==> src/rtl/systolic_skew_feeder.sv <==
// Diagonal skew feeder for the west (A) and north (B) edges of an N x N PE mesh.
// Optional macro FEEDER_BUBBLE_CNT_EN enables the STREAM bubble counter on bubble_cnt.

module systolic_skew_lane #(
  parameter int WIDTH = 16,
  parameter int DEPTH = 2
) (
  input  logic             clk,
  input  logic             reset,
  input  logic [WIDTH-1:0] a,
  input  logic [WIDTH-1:0] b,
  input  logic             valid,
  output logic [WIDTH-1:0] a_out,
  output logic [WIDTH-1:0] b_out,
  output logic             valid_out
);
  logic [DEPTH-1:0][WIDTH-1:0] a_pipe, b_pipe;
  logic [DEPTH-1:0]            vld_pipe;

  // Free-running: zeros shift in whenever nothing is accepted, so idle lanes drain to zero.
  always_ff @(posedge clk or posedge reset) begin
    if (reset) begin
      a_pipe   <= '0;
      b_pipe   <= '0;
      vld_pipe <= '0;
    end else begin
      a_pipe[0]   <= a;
      b_pipe[0]   <= b;
      vld_pipe[0] <= valid;
      for (int s = 1; s < DEPTH; s++) begin
        a_pipe[s]   <= a_pipe[s-1];
        b_pipe[s]   <= b_pipe[s-1];
        vld_pipe[s] <= vld_pipe[s-1];
      end
    end
  end

  assign a_out     = a_pipe[DEPTH-1];
  assign b_out     = b_pipe[DEPTH-1];
  assign valid_out = vld_pipe[DEPTH-1];
endmodule

module systolic_skew_feeder #(
  parameter int WIDTH = 16,
  parameter int N     = 4
) (
  input  logic               clk,
  input  logic               reset,
  input  logic               in_valid,
  output logic               in_ready,
  input  logic [N*WIDTH-1:0] in_a,
  input  logic [N*WIDTH-1:0] in_b,
  input  logic               in_last,
  output logic [N*WIDTH-1:0] a_edge,
  output logic [N*WIDTH-1:0] b_edge,
  output logic [N-1:0]       lane_valid,
  output logic               busy,
  output logic               done,
  output logic [15:0]        beat_cnt,
  output logic [15:0]        bubble_cnt
);
  localparam logic [1:0] S_IDLE   = 2'd0;
  localparam logic [1:0] S_STREAM = 2'd1;
  localparam logic [1:0] S_FLUSH  = 2'd2;
  localparam int CW = (N > 1) ? $clog2(N) : 1;

  logic [1:0]         state;
  logic [CW-1:0]      flush_cnt;
  logic               accept;
  logic [N*WIDTH-1:0] push_a, push_b;

  assign in_ready = (state != S_FLUSH);
  assign accept   = in_valid && in_ready;
  assign busy     = (state != S_IDLE);
  // Non-accept cycles push zero operands: they add nothing inside the PEs.
  assign push_a   = accept ? in_a : '0;
  assign push_b   = accept ? in_b : '0;

  for (genvar i = 0; i < N; i++) begin : g_lane
    systolic_skew_lane #(.WIDTH(WIDTH), .DEPTH(i + 2)) u_lane (
      .clk       (clk),
      .reset     (reset),
      .a         (push_a[i*WIDTH +: WIDTH]),
      .b         (push_b[i*WIDTH +: WIDTH]),
      .valid     (accept),
      .a_out     (a_edge[i*WIDTH +: WIDTH]),
      .b_out     (b_edge[i*WIDTH +: WIDTH]),
      .valid_out (lane_valid[i])
    );
  end

  // FLUSH lasts N edges so done lines up with the last beat leaving lane N-1.
  always_ff @(posedge clk or posedge reset) begin
    if (reset) begin
      state     <= S_IDLE;
      flush_cnt <= '0;
      done      <= 1'b0;
    end else begin
      done <= 1'b0;
      case (state)
        S_IDLE: if (accept) begin
          state     <= in_last ? S_FLUSH : S_STREAM;
          flush_cnt <= '0;
        end
        S_STREAM: if (accept && in_last) begin
          state     <= S_FLUSH;
          flush_cnt <= '0;
        end
        S_FLUSH: if (flush_cnt == CW'(N - 1)) begin
          done  <= 1'b1;
          state <= S_IDLE;
        end else begin
          flush_cnt <= flush_cnt + 1'b1;
        end
        default: state <= S_IDLE;
      endcase
    end
  end

  always_ff @(posedge clk or posedge reset) begin
    if (reset)
      beat_cnt <= '0;
    else if (accept) begin
      if (state == S_IDLE)
        beat_cnt <= 16'd1;
      else if (beat_cnt != 16'hFFFF)
        beat_cnt <= beat_cnt + 16'd1;
    end
  end

`ifdef FEEDER_BUBBLE_CNT_EN
  always_ff @(posedge clk or posedge reset) begin
    if (reset)
      bubble_cnt <= '0;
    else if (accept && state == S_IDLE)
      bubble_cnt <= '0;
    else if (state == S_STREAM && !accept && bubble_cnt != 16'hFFFF)
      bubble_cnt <= bubble_cnt + 16'd1;
  end
`else
  assign bubble_cnt = 16'd0;
`endif
endmodule

==> config.mk <==
export PLATFORM = sky130hd
export DESIGN_NAME = systolic_skew_feeder
export DESIGN_NICKNAME = d
export VERILOG_FILES = /design/src/rtl/systolic_skew_feeder.sv
export SDC_FILE = /design/constraint.sdc
export NUM_CORES = 1
export LEC_CHECK = 0
export CELL_PAD_IN_SITES_DETAIL_PLACEMENT = 1
export CELL_PAD_IN_SITES_GLOBAL_PLACEMENT = 2
export CORE_ASPECT_RATIO = 0.5
export CORE_MARGIN = 2
export CORE_UTILIZATION = 37
export CTS_BUF_LIST = sky130_fd_sc_hd__clkbuf_4
export DETAILED_ROUTE_END_ITERATION = 8
export MAX_ROUTING_LAYER = met4
export PLACE_DENSITY = 0.87
export SETUP_SLACK_MARGIN = 0.3
export SYNTH_ARGS = -nofsm -noshare
export SYNTH_HDL_FRONTEND = slang
export SYNTH_SLANG_ARGS = --single-unit
==> constraint.sdc <==
create_clock -name clk -period 23.1 [get_ports clk]
set_input_delay 4.62 -clock clk [delete_from_list [all_inputs] [get_ports clk]]
set_output_delay 4.62 -clock clk [all_outputs]
set_load 0.02 [all_outputs]
==> Word-level counts from Yosys, hierarchy flattened <==
Cells that the tools add are included.
{ "classes": {"add_sub_neg": 2, "n_eq_ne": 9, "mux": 15, "reduce_logical": 9} }
{ "op_table": {"columns": ["cell", "n"], "rows": [
  ["64-bit two-way mux", 2],
  ["16-bit two-way mux", 2],
  ["16-bit by 1-bit adder with 16-bit output (second input constant)", 1],
  ["16-bit != test (second input constant)", 1],
  ["2-bit two-way mux", 7],
  ["2-bit case mux with 3 select lines", 2],
  ["2-bit != test (second input constant)", 5],
  ["2-bit == test (second input constant)", 2],
  ["4-bit AND reduction", 1],
  ["2-bit nonzero test", 2],
  ["3-bit AND reduction", 1],
  ["3-bit nonzero test", 1],
  ["2-bit by 1-bit adder with 2-bit output (second input constant)", 1],
  ["2-bit by 1-bit == test with 1-bit output (second input constant)", 1],
  ["1-bit logical AND", 2],
  ["2-bit logical NOT", 1],
  ["1-bit two-way mux", 2],
  ["2-bit AND reduction", 1]
]} }
{ "word_totals": {"register_bits": 483, "in_bits": 132} }

==> Logic depth before layout (Yosys ltp) <==
{ "depth": {"depth_word": 5, "depth_mapped": 6, "depth_no_buf": 5} }

==> Cells and area by module <==
Synthesis repeated with hierarchy kept, for this count alone.
{ "unflattened": {"hier_cells": 902, "hier_area_um2": 14850.5} }
{ "by_module_without_submodules": {"columns": ["mod", "instances", "cells_per_inst", "area_each_um2", "seq_area_each_um2"], "rows": [
  ["systolic_skew_lane (g_lane[3].u_lane)", 1, 198, 4372.9, 4129.0],
  ["systolic_skew_lane (g_lane[2].u_lane)", 1, 165, 3547.2, 3303.2],
  ["systolic_skew_lane (g_lane[1].u_lane)", 1, 132, 2721.4, 2477.4],
  ["systolic_skew_feeder", 1, 308, 2313.5, 525.5],
  ["systolic_skew_lane (g_lane[0].u_lane)", 1, 99, 1895.6, 1651.6]
]} }

==> Least setup slack after synthesis <==
Ideal clock, no wire load.
{ "synth_path": {"path_kind": "flip-flop to output port", "from": "register state[0]", "to": "output in_ready", "arrival_ns": 1.259, "required_ns": 18.480, "path_slack_ns": 17.221, "stages_incl_launch_ff": 5, "n_path_buf": 3, "path_cell_list": "dfrtp_1 -> nand2b_1 -> buf_2 -> clkbuf_1 -> clkbuf_1"} }
{ "synth_between": {"elab_chain_cells": 1} }
{ "synth_rtl": {"columns": ["item", "line_no", "rtl"], "rows": [
  ["start, declared", "67", "logic [1:0] state;"],
  ["start signal, assigned", "102", "state <= in_last ? S_FLUSH : S_STREAM;"],
  ["2-bit != test", "72", "assign in_ready = (state != S_FLUSH);"],
  ["end, declared", "50", "output logic in_ready,"]
]} }
No other way between the ends.

==> Final worst setup path <==
{ "layout_path": {"from": "register state[1]", "to": "output busy"} }
{ "layout_between": {"elab_chain_cells": 1} }
{ "layout_rtl": {"columns": ["item", "line_no", "rtl"], "rows": [
  ["2-bit nonzero test", "74", "assign busy = (state != S_IDLE);"],
  ["end, declared", "57", "output logic busy,"]
]} }
No other way between the ends.

==> results.py <==
metrics = {
    "run_status": {
        "status": "finished clean",
    },
    "timing": {
        "max_slew.worst_pin.slew_ns": 1.17,
        "setup_ws_ns": 15.81,
        "drv_slew": 0,
        "finalSetupTns_ns": 0,
        "skew_ns": 0.0475,
        "rsz0062_at_grt": "no",
        "setup_viol": 0,
        "slew_headroom": 0.220,
        "whs_ns": 0.313,
        "fin_crit_sh": 0.316,
        "finalHoldViolCount": 0,
        "fmax_mhz": 137,
        "period_needed_ns": 7.29,
    },
    "logic_synthesis": {
        "syn-cell-area_um2": 14600,
        "ys_seq_area_frac": 0.813,
        "synth-seq-cells": 474,
        "synth_cells": 888,
        "synth.avg_cell_area_um2": 16.4,
        "ys_warn_count": 0,
        "ys_types": 45,
    },
    "power": {
        "power_density_nw_per_um2": 108,
        "peakVddDrop_mv": 0.0452,
        "p_leak_nw": 9.14,
        "total_power_w": 0.00197,
    },
    "routing": {
        "num_vias": 7442,
        "drc": 0,
        "vias_per_cell": 4.31,
        "wirelength_um": 31900,
        "first_pass_iters": 4,
        "drt_iter0_markers": 364,
        "ant_nets": 0,
        "detail_route.wl_per_cell_um": 18.5,
    },
    "global_routing": {
        "grt_remaining_overflow": 0,
        "grt_pass1_wl_um": 48600,
        "grt_max_degree": 173,
        "grt_usage": 0.162,
        "grt_pass1_vias": 8498,
        "antenna_found_initial": 5,
    },
    "placed_design": {
        "dpl_worst_slack_ns": 15.40,
        "globalplace.congestion": 0.788,
        "portBuffers": 282,
        "placed_cell_area_um2": 16900,
        "hpwl_um": 20500,
    },
    "final_layout": {
        "mostFrequentLayoutCell": "dfrtp_1",
        "final_area_um2": 18300,
        "drive_gt1_frac": 0.152,
        "layout_common_cells": "474 x dfrtp_1, 281 x clkdlybuf4s50_1, 158 x clkbuf_4, 133 x and3_1, 17 x clkinv_1",
        "fillerInstances": 3842,
        "nNetsFinal": 1248,
        "area_growth_pct": 25.7,
    },
    "die": {
        "initial_core_util": 0.375,
        "fp-row-count": 51,
        "die_y_um": 144,
        "io_pins": 299,
        "core_um2": 38900,
        "die-width_um": 285,
        "dieArea_um2": 41100,
    },
    "clock_network": {
        "htree_levels": 3,
        "cts_tree": "built",
        "cts-root-buf": "clkbuf_4",
        "postCtsSetupBuffers": 0,
        "cts_resized": 0,
        "worstSkewPairLatency_ns": 0.77,
        "cts_buffer_depth": 3,
        "cts.sinks": 474,
        "cts_hold_buffers": 0,
        "numCtsBuffers": 106,
        "clk_pin_slew_ns": 0.07,
    },
    "critical_path": {
        "worstPathRequired_ns": 18.48,
        "critPathLaunch": "state[1]",
        "arrival_ns": 2.67,
        "r2r_cells": 5,
        "rr_endpoint": "beat_cnt[2]",
        "worstSetupPathType": "reg2out",
        "r2r_slack_ns": 20.84,
        "critPathLaunchType": "register",
        "crit_path_end": "busy",
        "timing.rr.start": "beat_cnt[0]",
        "end_kind": "output port",
        "worstPathMaxFanout": 12,
    },
    "run": {
        "maxCapViolations": 0,
    },
    "hold_path": {
        "min_path_type": "reg2reg",
        "whs_path_depth": 0,
    },
}
[how the worst min path moves through the flow]
stage                                           start                           to  slack, ns
after floorplan            g_lane[0].u_lane.a_pipe[0]    g_lane[0].u_lane.a_out[0]       0.33
after global placement    g_lane[2].u_lane.a_pipe[17]  g_lane[2].u_lane.a_pipe[33]       0.33
after detailed placement  g_lane[3].u_lane.a_pipe[42]  g_lane[3].u_lane.a_pipe[58]       0.34
after CTS                 g_lane[2].u_lane.b_pipe[13]  g_lane[2].u_lane.b_pipe[29]       0.32
after global routing       g_lane[1].u_lane.a_pipe[9]  g_lane[1].u_lane.a_pipe[25]       0.33
final                      g_lane[1].u_lane.a_pipe[9]  g_lane[1].u_lane.a_pipe[25]       0.31
[final cells by class]
type	count	area, µm²	area share
flip-flops and latches	474	11900	0.647
clock buffers	158	1190	0.0647
clock inverters	26	190	0.0104
inverters	8	37.5	0.00205
repair buffers	287	2870	0.156
multi-input cells	237	1510	0.0825
well taps	530	663	0.0362
diodes	5	12.5	0.000683
[per-stage QoR]
stage / util / std cells
finish: 0.472 / 1725
global route: 0.472 / 1725
CTS: 0.471 / 1720
detailed placement: 0.436 / 1536
global placement: 0.436 / 1536
floorplan: - / 903
[sequential cells by signal, summed over array words and instances (netlist names)]
register                flops
flush_cnt                   2
g_lane.u_lane.b_out        64
g_lane.u_lane.a_pipe      160
g_lane.u_lane.vld_pipe      5
beat_cnt                   16
g_lane.u_lane.b_pipe      160
g_lane.u_lane.a_out        64
done                        1
state                       2
[Yosys cell counts (all sizes together)]
master / instances / share of area
a211o: 4 / 0.0024
a21bo: 1 / 0.00069
a21boi: 1 / 0.00051
a21o: 2 / 0.0010
a21oi: 2 / 0.00069
a221o: 1 / 0.00069
a22o: 1 / 0.00060
a2bb2oi: 1 / 0.00060
a31oi: 2 / 0.00086
a41oi: 1 / 0.00060
and2: 1 / 0.00043
and3: 133 / 0.057
and4: 3 / 0.0018
buf: 152 / 0.078
clkbuf: 32 / 0.0082
conb: 1 / 0.00026
dfrtp: 474 / 0.81
ha: 2 / 0.0017
inv: 8 / 0.0021
mux2: 1 / 0.00077
nand2: 8 / 0.0021
nand2b: 2 / 0.00086
nand3: 9 / 0.0031
nand4: 6 / 0.0030
nor2: 5 / 0.0013
nor2b: 1 / 0.00043
nor3: 3 / 0.0010
nor3b: 3 / 0.0015
nor4: 5 / 0.0026
nor4b: 2 / 0.0012
o211ai: 1 / 0.00051
o21ai: 7 / 0.0032
o22a: 1 / 0.00060
o22ai: 1 / 0.00043
o31a: 1 / 0.00060
o31ai: 2 / 0.0010
o41ai: 4 / 0.0024
or2: 1 / 0.00043
or4: 3 / 0.0018
[power by group]
group | switching [W] | leakage (nW) | internal, W
Clock | 0.000309 | 0.821 | 0.000346
Sequential | 0.0000547 | 6.23 | 0.000961
Combinational | 0.000174 | 2.09 | 0.000130
[per-layer routing]
metal / vias to the layer above / wire [µm] / GRT usage
met5: - / 0 / -
met3: 49 / 1170 / 0.0465
met1: 3964 / 11400 / 0.164
li1: 3277 / - / -
met2: 152 / 18400 / 0.294
met4: 0 / 856 / 0.0715
[worst max-delay path: stages, from the launching register on]
cell,delay [ns]
dfrtp_1,0.46
nor2_1,0.48
inv_1,0.36
clkdlybuf4s50_1,0.65
[cell families (layout without fill, tap and decap cells)]
logic type / Yosys count / count (layout) / synth area share
simple gates: 185 / 185 / 0.0786
flops: 474 / 474 / 0.813
compound gates: 33 / 33 / 0.0174
other cells: 1 / 21 / 0.000257
mux: 1 / 1 / 0.000772
buf+inv: 192 / 479 / 0.0880
fa+ha+maj: 2 / 2 / 0.00172
No activity file was read; power rests on OpenSTA's default activity.
